==> src/rtl/timer_pkg.sv <==
// Shared definitions for the timer arbiter: timer register map,
// CTRL bit layout and the arbiter FSM state type.
package timer_pkg;

    // Timer register offsets
    localparam logic [31:0] TMR_CTRL   = 32'h0000_0000;
    localparam logic [31:0] TMR_LOAD   = 32'h0000_0004;
    localparam logic [31:0] TMR_VALUE  = 32'h0000_0008;
    localparam logic [31:0] TMR_STATUS = 32'h0000_000C;

    // CTRL bit positions and the words the arbiter writes
    localparam int unsigned CTRL_EN_BIT   = 0;
    localparam int unsigned CTRL_MODE_BIT = 1;
    localparam logic [31:0] CTRL_EN_MASK   = 32'(1) << CTRL_EN_BIT;
    localparam logic [31:0] CTRL_MODE_MASK = 32'(1) << CTRL_MODE_BIT;
    localparam logic [31:0] CTRL_ONESHOT   = CTRL_EN_MASK;   // en=1, mode=0
    localparam logic [31:0] CTRL_OFF       = '0;

    typedef enum logic [2:0] {
        ST_IDLE    = 3'd0,
        ST_ARB     = 3'd1,
        ST_WR_LOAD = 3'd2,
        ST_WR_CTRL = 3'd3,
        ST_BLANK   = 3'd4,
        ST_WAIT    = 3'd5,
        ST_STOP    = 3'd6,
        ST_DONE    = 3'd7
    } arb_state_t;

endpackage

==> src/rtl/rr_arbiter.sv <==
// Combinational round-robin pick: first set request at or after ptr,
// wrapping N_REQ-1 -> 0. The pointer register lives in the caller.
module rr_arbiter #(
    parameter int N_REQ = 4,
    parameter int IDX_W = 2
) (
    input  logic [N_REQ-1:0] req,
    input  logic [IDX_W-1:0] ptr,
    output logic [N_REQ-1:0] winner_oh,
    output logic [IDX_W-1:0] winner_idx,
    output logic             valid
);

    // Scan from ptr upward and take the first asserted request
    always_comb begin
        logic [IDX_W-1:0] j;
        winner_oh  = '0;
        winner_idx = '0;
        valid      = 1'b0;
        j          = '0;
        for (int unsigned k = 0; k < N_REQ; k++) begin
            j = IDX_W'((32'(ptr) + k) % N_REQ);
            if (!valid && req[j]) begin
                valid        = 1'b1;
                winner_oh[j] = 1'b1;
                winner_idx   = j;
            end
        end
    end

endmodule

==> src/rtl/timer_arbiter.sv <==
// Round-robin sharing of one timer_ip among N_REQ one-shot delay clients.
// Optional feature macro: TMR_ARB_ABORT_EN (granted requester may cut its
// wait short via req_abort; the transfer still stops the timer and pulses done).
module timer_arbiter
    import timer_pkg::*;
#(
    parameter int N_REQ  = 4,
    parameter int LOAD_W = 32
) (
    input  logic                      clk,
    input  logic                      resetn,
    input  logic [N_REQ-1:0]          req,
    input  logic [N_REQ*LOAD_W-1:0]   req_load,
    input  logic [N_REQ-1:0]          req_abort,
    output logic [N_REQ-1:0]          grant,
    output logic [N_REQ-1:0]          done,
    output logic                      busy,
    output logic                      tmr_sel,
    output logic                      tmr_we,
    output logic [31:0]               tmr_addr,
    output logic [31:0]               tmr_wdata,
    input  logic                      tmr_timeout
);

    localparam int IDX_W = $clog2(N_REQ);

    arb_state_t        state_q, state_d;
    logic [IDX_W-1:0]  ptr_q, ptr_d;
    logic [IDX_W-1:0]  win_q, win_d;
    logic [LOAD_W-1:0] load_q, load_d;
    logic [N_REQ-1:0]  grant_d, done_d;
    logic              busy_d, sel_d;
    logic [31:0]       addr_d, wdata_d;

    logic [N_REQ-1:0]  arb_oh;
    logic [IDX_W-1:0]  arb_idx;
    logic              arb_valid;
    logic              abort_hit;

    rr_arbiter #(.N_REQ(N_REQ), .IDX_W(IDX_W)) u_rr (
        .req        (req),
        .ptr        (ptr_q),
        .winner_oh  (arb_oh),
        .winner_idx (arb_idx),
        .valid      (arb_valid)
    );

`ifdef TMR_ARB_ABORT_EN
    // Only the granted requester's abort line matters
    always_comb abort_hit = req_abort[win_q];
`else
    logic unused_abort;
    // Abort feature compiled out: line is observed nowhere
    always_comb begin
        abort_hit    = 1'b0;
        unused_abort = ^req_abort;
    end
`endif

    // Next-state logic. The winner and pointer are taken on the IDLE->ARB
    // edge so that grant, being registered, is already valid during ARB;
    // the load slice is latched on leaving ARB.
    always_comb begin
        state_d = state_q;
        ptr_d   = ptr_q;
        win_d   = win_q;
        load_d  = load_q;
        grant_d = grant;
        case (state_q)
            ST_IDLE: begin
                if (arb_valid) begin
                    state_d = ST_ARB;
                    win_d   = arb_idx;
                    grant_d = arb_oh;
                    ptr_d   = (arb_idx == IDX_W'(N_REQ - 1)) ? '0 : arb_idx + 1'b1;
                end
            end
            ST_ARB: begin
                load_d  = req_load[32'(win_q) * LOAD_W +: LOAD_W];
                state_d = (load_d == '0) ? ST_DONE : ST_WR_LOAD;
            end
            ST_WR_LOAD: state_d = abort_hit ? ST_STOP : ST_WR_CTRL;
            ST_WR_CTRL: state_d = abort_hit ? ST_STOP : ST_BLANK;
            ST_BLANK:   state_d = abort_hit ? ST_STOP : ST_WAIT;
            ST_WAIT: begin
                if (tmr_timeout || abort_hit) state_d = ST_STOP;
            end
            ST_STOP: state_d = ST_DONE;
            ST_DONE: begin
                state_d = ST_IDLE;
                grant_d = '0;
            end
            default: state_d = ST_IDLE;
        endcase
    end

    // Output values for the coming state, registered below
    always_comb begin
        busy_d  = (state_d != ST_IDLE);
        sel_d   = 1'b0;
        addr_d  = '0;
        wdata_d = '0;
        done_d  = '0;
        case (state_d)
            ST_WR_LOAD: begin
                sel_d   = 1'b1;
                addr_d  = TMR_LOAD;
                wdata_d = 32'(load_d);
            end
            ST_WR_CTRL: begin
                sel_d   = 1'b1;
                addr_d  = TMR_CTRL;
                wdata_d = CTRL_ONESHOT;
            end
            ST_STOP: begin
                sel_d   = 1'b1;
                addr_d  = TMR_CTRL;
                wdata_d = CTRL_OFF;
            end
            ST_DONE: done_d = grant_d;
            default: ;
        endcase
    end

    // State, bookkeeping and registered outputs
    always_ff @(posedge clk or negedge resetn) begin
        if (!resetn) begin
            state_q   <= ST_IDLE;
            ptr_q     <= '0;
            win_q     <= '0;
            load_q    <= '0;
            grant     <= '0;
            done      <= '0;
            busy      <= 1'b0;
            tmr_sel   <= 1'b0;
            tmr_we    <= 1'b0;
            tmr_addr  <= '0;
            tmr_wdata <= '0;
        end else begin
            state_q   <= state_d;
            ptr_q     <= ptr_d;
            win_q     <= win_d;
            load_q    <= load_d;
            grant     <= grant_d;
            done      <= done_d;
            busy      <= busy_d;
            tmr_sel   <= sel_d;
            tmr_we    <= sel_d;
            tmr_addr  <= addr_d;
            tmr_wdata <= wdata_d;
        end
    end

endmodule

==> config.mk <==
export PLATFORM = sky130hd
export DESIGN_NAME = timer_arbiter
export DESIGN_NICKNAME = d
export VERILOG_FILES = /design/src/rtl/timer_pkg.sv /design/src/rtl/rr_arbiter.sv /design/src/rtl/timer_arbiter.sv
export SDC_FILE = /design/constraint.sdc
export NUM_CORES = 1
export LEC_CHECK = 0
export BUFFER_PORTS_ARGS = -buffer_cell sky130_fd_sc_hd__buf_2
export CORE_ASPECT_RATIO = 0.75
export CORE_MARGIN = 10
export CORE_UTILIZATION = 35
export DETAILED_ROUTE_END_ITERATION = 10
export MAX_ROUTING_LAYER = met4
export PLACE_DENSITY = 0.68
export SETUP_SLACK_MARGIN = 0.02
export SLEW_MARGIN = 10
export SYNTH_ARGS = -nofsm -noshare
export SYNTH_HDL_FRONTEND = slang
export SYNTH_SLANG_ARGS = --single-unit
export TNS_END_PERCENT = 30
==> constraint.sdc <==
create_clock -name clk -period 8.83 [get_ports clk]
set_input_delay 1.3245 -clock clk [delete_from_list [all_inputs] [get_ports clk]]
set_output_delay 1.3245 -clock clk [all_outputs]
set_load 0.01 [all_outputs]
Yosys cells after proc, flatten, opt, wreduce, memory -nomap -nowiden
Cells that the tools add are included.
{"block": "totals", "reg_bits": 113, "inputBits": 139, "output_inout_bits": 75, "wordCells": 93}
{"block": "op_classes", "n_addsub": 4, "order_cmp": 8, "eq_ne": 12, "shifts": 1, "mux": 40, "bitwise_logic": 3, "reduce_logical": 15}
{"operator": "indexed part select 128 x 8 -> 32 bit", "n": 1}
{"operator": "one-hot mux 32 bit (2 select lines)", "n": 1}
{"operator": "zero test 32 bit", "n": 1}
{"operator": "two-way mux 32 bit", "n": 1}
{"operator": "two-way mux 4 bit", "n": 6}
{"operator": "one-hot mux 3 bit (8 select lines)", "n": 1}
{"operator": "equality test 3 bit (second input constant)", "n": 6}
{"operator": "two-way mux 1 bit", "n": 13}
{"operator": "equality test 3 x 2 -> 1 bit (second input constant)", "n": 4}
{"operator": "less-than comparator 2 x 3 -> 1 bit (second input constant)", "n": 4}
{"operator": "two-way mux 3 bit", "n": 4}
{"operator": "bitwise OR 4 bit", "n": 3}
{"operator": "two-way mux 2 bit", "n": 5}
{"operator": "binary-select mux 1 bit (select 2 bit)", "n": 4}
{"operator": "demux 1 bit (select 2 bit)", "n": 4}
{"operator": ">= comparator 2 x 1 -> 1 bit (second input constant)", "n": 4}
{"operator": "one-hot mux 4 bit (2 select lines)", "n": 1}
{"operator": "logical AND 1 bit", "n": 7}
{"operator": "adder 2 x 1 -> 2 bit (second input constant)", "n": 2}
{"operator": "adder 2 bit (second input constant)", "n": 2}
{"operator": "equality test 3 x 1 -> 1 bit (second input constant)", "n": 1}
{"operator": "zero test 1 bit", "n": 3}
{"operator": "zero test 3 bit", "n": 1}
{"operator": "nonzero test 3 bit", "n": 1}
{"operator": "3 further kinds", "n": 3}

Longest topological paths before layout
{"block": "logic_depth", "ltp_word": 17, "depth_mapped": 11, "depth_no_buf": 8}

Cells and area by module
A second synthesis with hierarchy kept.
{"block": "unflattened", "cells_unflattened": 272, "area_unflattened_um2": 3290.7}
{"mod": "timer_arbiter", "instances": 1, "cells_per_inst": 227, "area_per_inst_um2": 2871.5, "seq_area_each_um2": 1251.2}
{"mod": "rr_arbiter", "instances": 1, "cells_per_inst": 45, "area_per_inst_um2": 419.2, "seq_area_each_um2": 0.0}

Worst setup path after synthesis
No wires, ideal clock.
{"block": "synth_path", "path_kind": "input -> register", "from": "in req_load[122]", "to": "reg tmr_addr[2]", "t_arrival_ps": 3121, "setup_slack_ps": 5590, "stages": 6, "path_cell_list": "mux4_2 or4_1 or3_4 nor3_4 a21oi_2 and2_1"}
{"block": "synth_between", "elab_chain_cells": 6}
{"element": "start: declaration", "line_no": "timer_arbiter.sv:13", "text": "input logic [N_REQ*LOAD_W-1:0] req_load,"}
{"element": "indexed part select 128 x 8 -> 32 bit", "line_no": "timer_arbiter.sv:79", "text": "load_d = req_load[32'(win_q) * LOAD_W +: LOAD_W];"}
{"element": "zero test 32 bit", "line_no": "timer_arbiter.sv:80", "text": "state_d = (load_d == '0) ? ST_DONE : ST_WR_LOAD;"}
{"element": "two-way mux 3 bit", "line_no": "timer_arbiter.sv:80"}
{"element": "one-hot mux 3 bit (8 select lines)", "line_no": "timer_arbiter.sv:69", "text": "case (state_q)"}
{"element": "equality test 3 x 2 -> 1 bit", "line_no": "timer_arbiter.sv:104", "text": "case (state_d)"}
{"element": "two-way mux 3 bit", "line_no": "timer_arbiter.sv:104"}
{"element": "via addr_d[2]", "line_no": "timer_arbiter.sv:33", "text": "logic [31:0] addr_d, wdata_d;"}
{"element": "end signal: assignment", "line_no": "timer_arbiter.sv:149", "text": "tmr_addr <= addr_d;"}
{"element": "end: declaration", "line_no": "timer_arbiter.sv:20", "text": "output logic [31:0] tmr_addr,"}
The timed path passes the listed nets, and every way through them passes these cells.
A chain may end at the register's enable or synchronous reset.

Worst setup path after layout
{"block": "layout_path", "from": "reg win_q[0]", "to": "reg tmr_addr[2]"}
{"block": "layout_between", "elab_chain_cells": 6}
{"element": "start: declaration", "line_no": "timer_arbiter.sv:29", "text": "logic [IDX_W-1:0] win_q, win_d;"}
{"element": "start signal: assignment", "line_no": "timer_arbiter.sv:142", "text": "win_q <= win_d;"}
{"element": "indexed part select 128 x 8 -> 32 bit", "line_no": "timer_arbiter.sv:79"}
{"element": "zero test 32 bit", "line_no": "timer_arbiter.sv:80"}
{"element": "two-way mux 3 bit", "line_no": "timer_arbiter.sv:80"}
{"element": "one-hot mux 3 bit (8 select lines)", "line_no": "timer_arbiter.sv:69"}
{"element": "equality test 3 x 2 -> 1 bit", "line_no": "timer_arbiter.sv:104"}
{"element": "two-way mux 3 bit", "line_no": "timer_arbiter.sv:104"}
{"element": "via addr_d[2]", "line_no": "timer_arbiter.sv:33"}
The timed path passes the listed nets, and every way through them passes these cells.

==> summary.md <==
| Metric | Value |
|---|---|
| Critical Path Source Type | flop |
| Post_cts resized | 0 |
| Seq pwr share | 0.328 |
| Leading area contributor after synthesis | dfrtp_1 |
| Die area | about 0.014 mm^2 |
| Top cells by area, synth | dfrtp_1 (37%), mux4_2 (22%), buf_4 (7.1%) |
| Number of endpoints with negative hold slack in the final report | 0 |
| Clock Power Share | 0.150 |
| Max-cap violations | 0 |
| Minimum setup slack after placement | 5.31 ns |
| Gp weighted congestion | 0.860 |
| Hold Path Class | reg -> reg |
| Most common cell after layout, fill and taps aside | buf_2 |
| Peak fanout along the critical path | 33 |
| Post-CTS Setup Inserts | 0 |
| Number of pins exceeding their max-slew limit in the final report | 0 |
| Portion of the clock cycle consumed by the worst path in the final layout | 0.370 |
| Cell Pwr Density | 296 mW/mm^2 |
| Arrival @ worst endpoint | 3.45 ns |
| TritonCTS clock tree | built |
| Via total after detailed routing | 2,950 |
| Maximum count of clock buffers along a single path | 2 |
| Seq cells post-synth | 50 |
| Routed length on met3 | ~700 um |
| Number of DRC violations after detailed routing | 0 |
| Number of CTS-inserted buffers | 5 |
| Fraction of the core area covered by cells at the end of the flow | 0.473 |
| Top layer reached by signal wires | met4 |
| Layout cells sized above 1 | 0.512 |
| Antenna cells | 0 |
| Die height | 105 um |
| Mapped Area | 0.00336 mm^2 |
| Flop-to-flop setup slack | around 5.6 ns |
| Layout-stage area growth over the synthesis result | 29.5% |
| Setup TNS Final | 0 ns |
| Clock slew seen by the registers of the worst setup and hold paths | 0.07 ns |
| Net switching power | ~0.54 mW |
| Synth top area share | 0.372 |
| Wire length of the first global-routing pass | around 18,000 um |
| Via/cell ratio | 5.06 |
| Total routing usage reported by global routing | 0.162 |
| Yosys warning count | 0 |
| Routed metal-1 wirelength | between 4000 and 5000 um |
| Unrepaired setup endpoints after global routing | no |
| Final wirelength | 11,300 um |
| Initial antenna violation count | 0 |
| Routed Antenna Nets | 0 |
| IO Port Bufs | 178 |
| DIE WIDTH | 133 um |
| Crit path capture type | flop |
| Clock sinks | 50 |
| Buffer cell driving the clock tree root | clkbuf_16 |
| Count of pins on the block boundary | 214 |
| First drt pass iteration count | 4 |
| Starting DRT DRC Count | 273 |
| Wire length per cell | 19.3 um |
| Logic pwr share | 0.523 |
| Pin count of the biggest net entering global routing | 51 |
| Net count of the finished layout | approximately 600 |
| Number of enable-type register cells in the synthesized netlist | 0 |
| Synth cell types | 42 |
| Portion of the post-synthesis area used by sequential elements | 0.372 |
| Required time reported for the critical path endpoint | around 9 ns |
| Clk_skew | roughly 0.0079 ns |
| Internal power contribution | 0.751 mW |
| Outcome | completed |
| Metal2 WL | 5630 um |
| Cell leakage power | 2.33 nW |
| Final count of negative-setup-slack endpoints | 0 |
| Switching share of power | 0.417 |
| CTS H-tree depth | 2 |
| Fraction of registers with async set/reset | 1.00 |
| Detailed placer's ending HPWL | roughly 9300 um |
| Peak supply drop | 0.100 mV |
| Vias in the first global route | 3,395 |
| Clk_lat worst skew | between 0.2 and 0.3 ns |
| Most frequent cells in the layout | buf_2 (178), dfrtp_1 (49), mux4_2 (33) |
| Mean Syn Cell Area | 11.5 um^2 |
| Initial core utilization | 0.366 |
| Kind of critical path | reg -> reg |
| Highest Clock Rate | 306 MHz |
| Placeable core region | roughly 0.009 mm^2 |
| Flip-flop cell with the highest count after synthesis | dfrtp_1 |
| Global-route congestion overflow total | 0 |
| Worst Tran Pin Value | 1.05 ns |
| Row count | 30 |
| Worst-case headroom to the max-slew limit | 0.300 |
| Number of cells produced by synthesis | 293 |
| Minimum period implied by the final worst setup slack | 3.27 ns |
| Smallest setup slack after layout | about 5.6 ns |
| Post-CTS Hold Fix Bufs | 0 |
[flip-flops by register name, summed over array words and instances (netlist names), named ones only]
signal,count
grant,4
done,4
ptr_q,1
win_q,2
tmr_we,1
tmr_addr,1
state_q,3
busy,1
tmr_wdata,32
[final timing paths]
check                               from           to  depth (start not counted)
max in group asynchronous         resetn     win_q[0]                          2
worst min register to register  grant[3]     grant[3]                          2
worst min-delay path            grant[3]     grant[3]                          2
min in group asynchronous         resetn      done[3]                          2
worst max-delay path            win_q[0]  tmr_addr[2]                          6
worst max register to register  win_q[0]  tmr_addr[2]                          6
[final cells by class]
type	count	area (um^2)
sequential	50	1250
timing repair buffer	181	913
clock buffer	5	125
inverter	4	15.0
multi-input combinational	212	1860
clock inverter	3	23.8
tap	128	160
fill	877	4840
[Yosys cell counts (all sizes together), types with 2 or more instances]
library cell,n
dfrtp,50
buf,37
mux4,33
and3,32
clkbuf,20
nand2,14
a21oi,12
nor2,9
ha,8
nor4,7
nand3,6
o21ai,6
nor2b,5
nor3,5
a221o,4
inv,4
mux2,4
mux2i,4
o21a,4
nand2b,3
xnor2,3
a22oi,2
a32oi,2
and2,2
and3b,2
o22a,2
o32ai,2
[power groups by stage]
stage	clock network (mW)	registers, mW	logic [mW]
2_1_floorplan	0	0.371	0.536
3_3_place_gp	0	0.424	0.662
3_5_place_dp	0	0.430	0.678
4_1_cts	0.199	0.426	0.679
5_1_grt	0.211	0.447	0.745
6_report	0.193	0.422	0.673
[metrics by stage]
step / cells / power [mW] / cell area (um^2) / hold slack (ns)
floorplan: 323 / 0.907 / 3470 / 0.531
global placement: 575 / 1.09 / 4210 / 0.504
detailed placement: 575 / 1.11 / 4210 / 0.521
CTS: 583 / 1.30 / 4350 / 0.543
global route: 583 / 1.40 / 4350 / 0.582
finish: 583 / 1.29 / 4350 / 0.543
[cell families (layout without fill, tap and decap cells)]
family / after synthesis / after routing / synth area share
adders and majority gates: 8 / 8 / 0.0298
DFF: 50 / 50 / 0.372
buffers and inverters: 61 / 193 / 0.108
and+or+nand+nor: 90 / 90 / 0.153
AOI/OAI and AO/OA: 39 / 39 / 0.0819
other: 1 / 31 / 0.00112
xor gates and xnor gates: 3 / 3 / 0.00782
muxes: 41 / 41 / 0.246
[metal layers]
layer	global-route usage	up-vias
met2	0.263	131
met3	0.0464	12
met5	-	-
li1	-	1356
met1	0.201	1451
met4	0.0248	0
[critical path: stages (launching register included)]
cell	delay, ns
dfrtp_2	1.06
mux4_2	0.62
or4_1	0.56
or3_4	0.42
nor3_4	0.28
a21oi_2	0.06
and2_1	0.16
(Power assumes the default switching activity.)
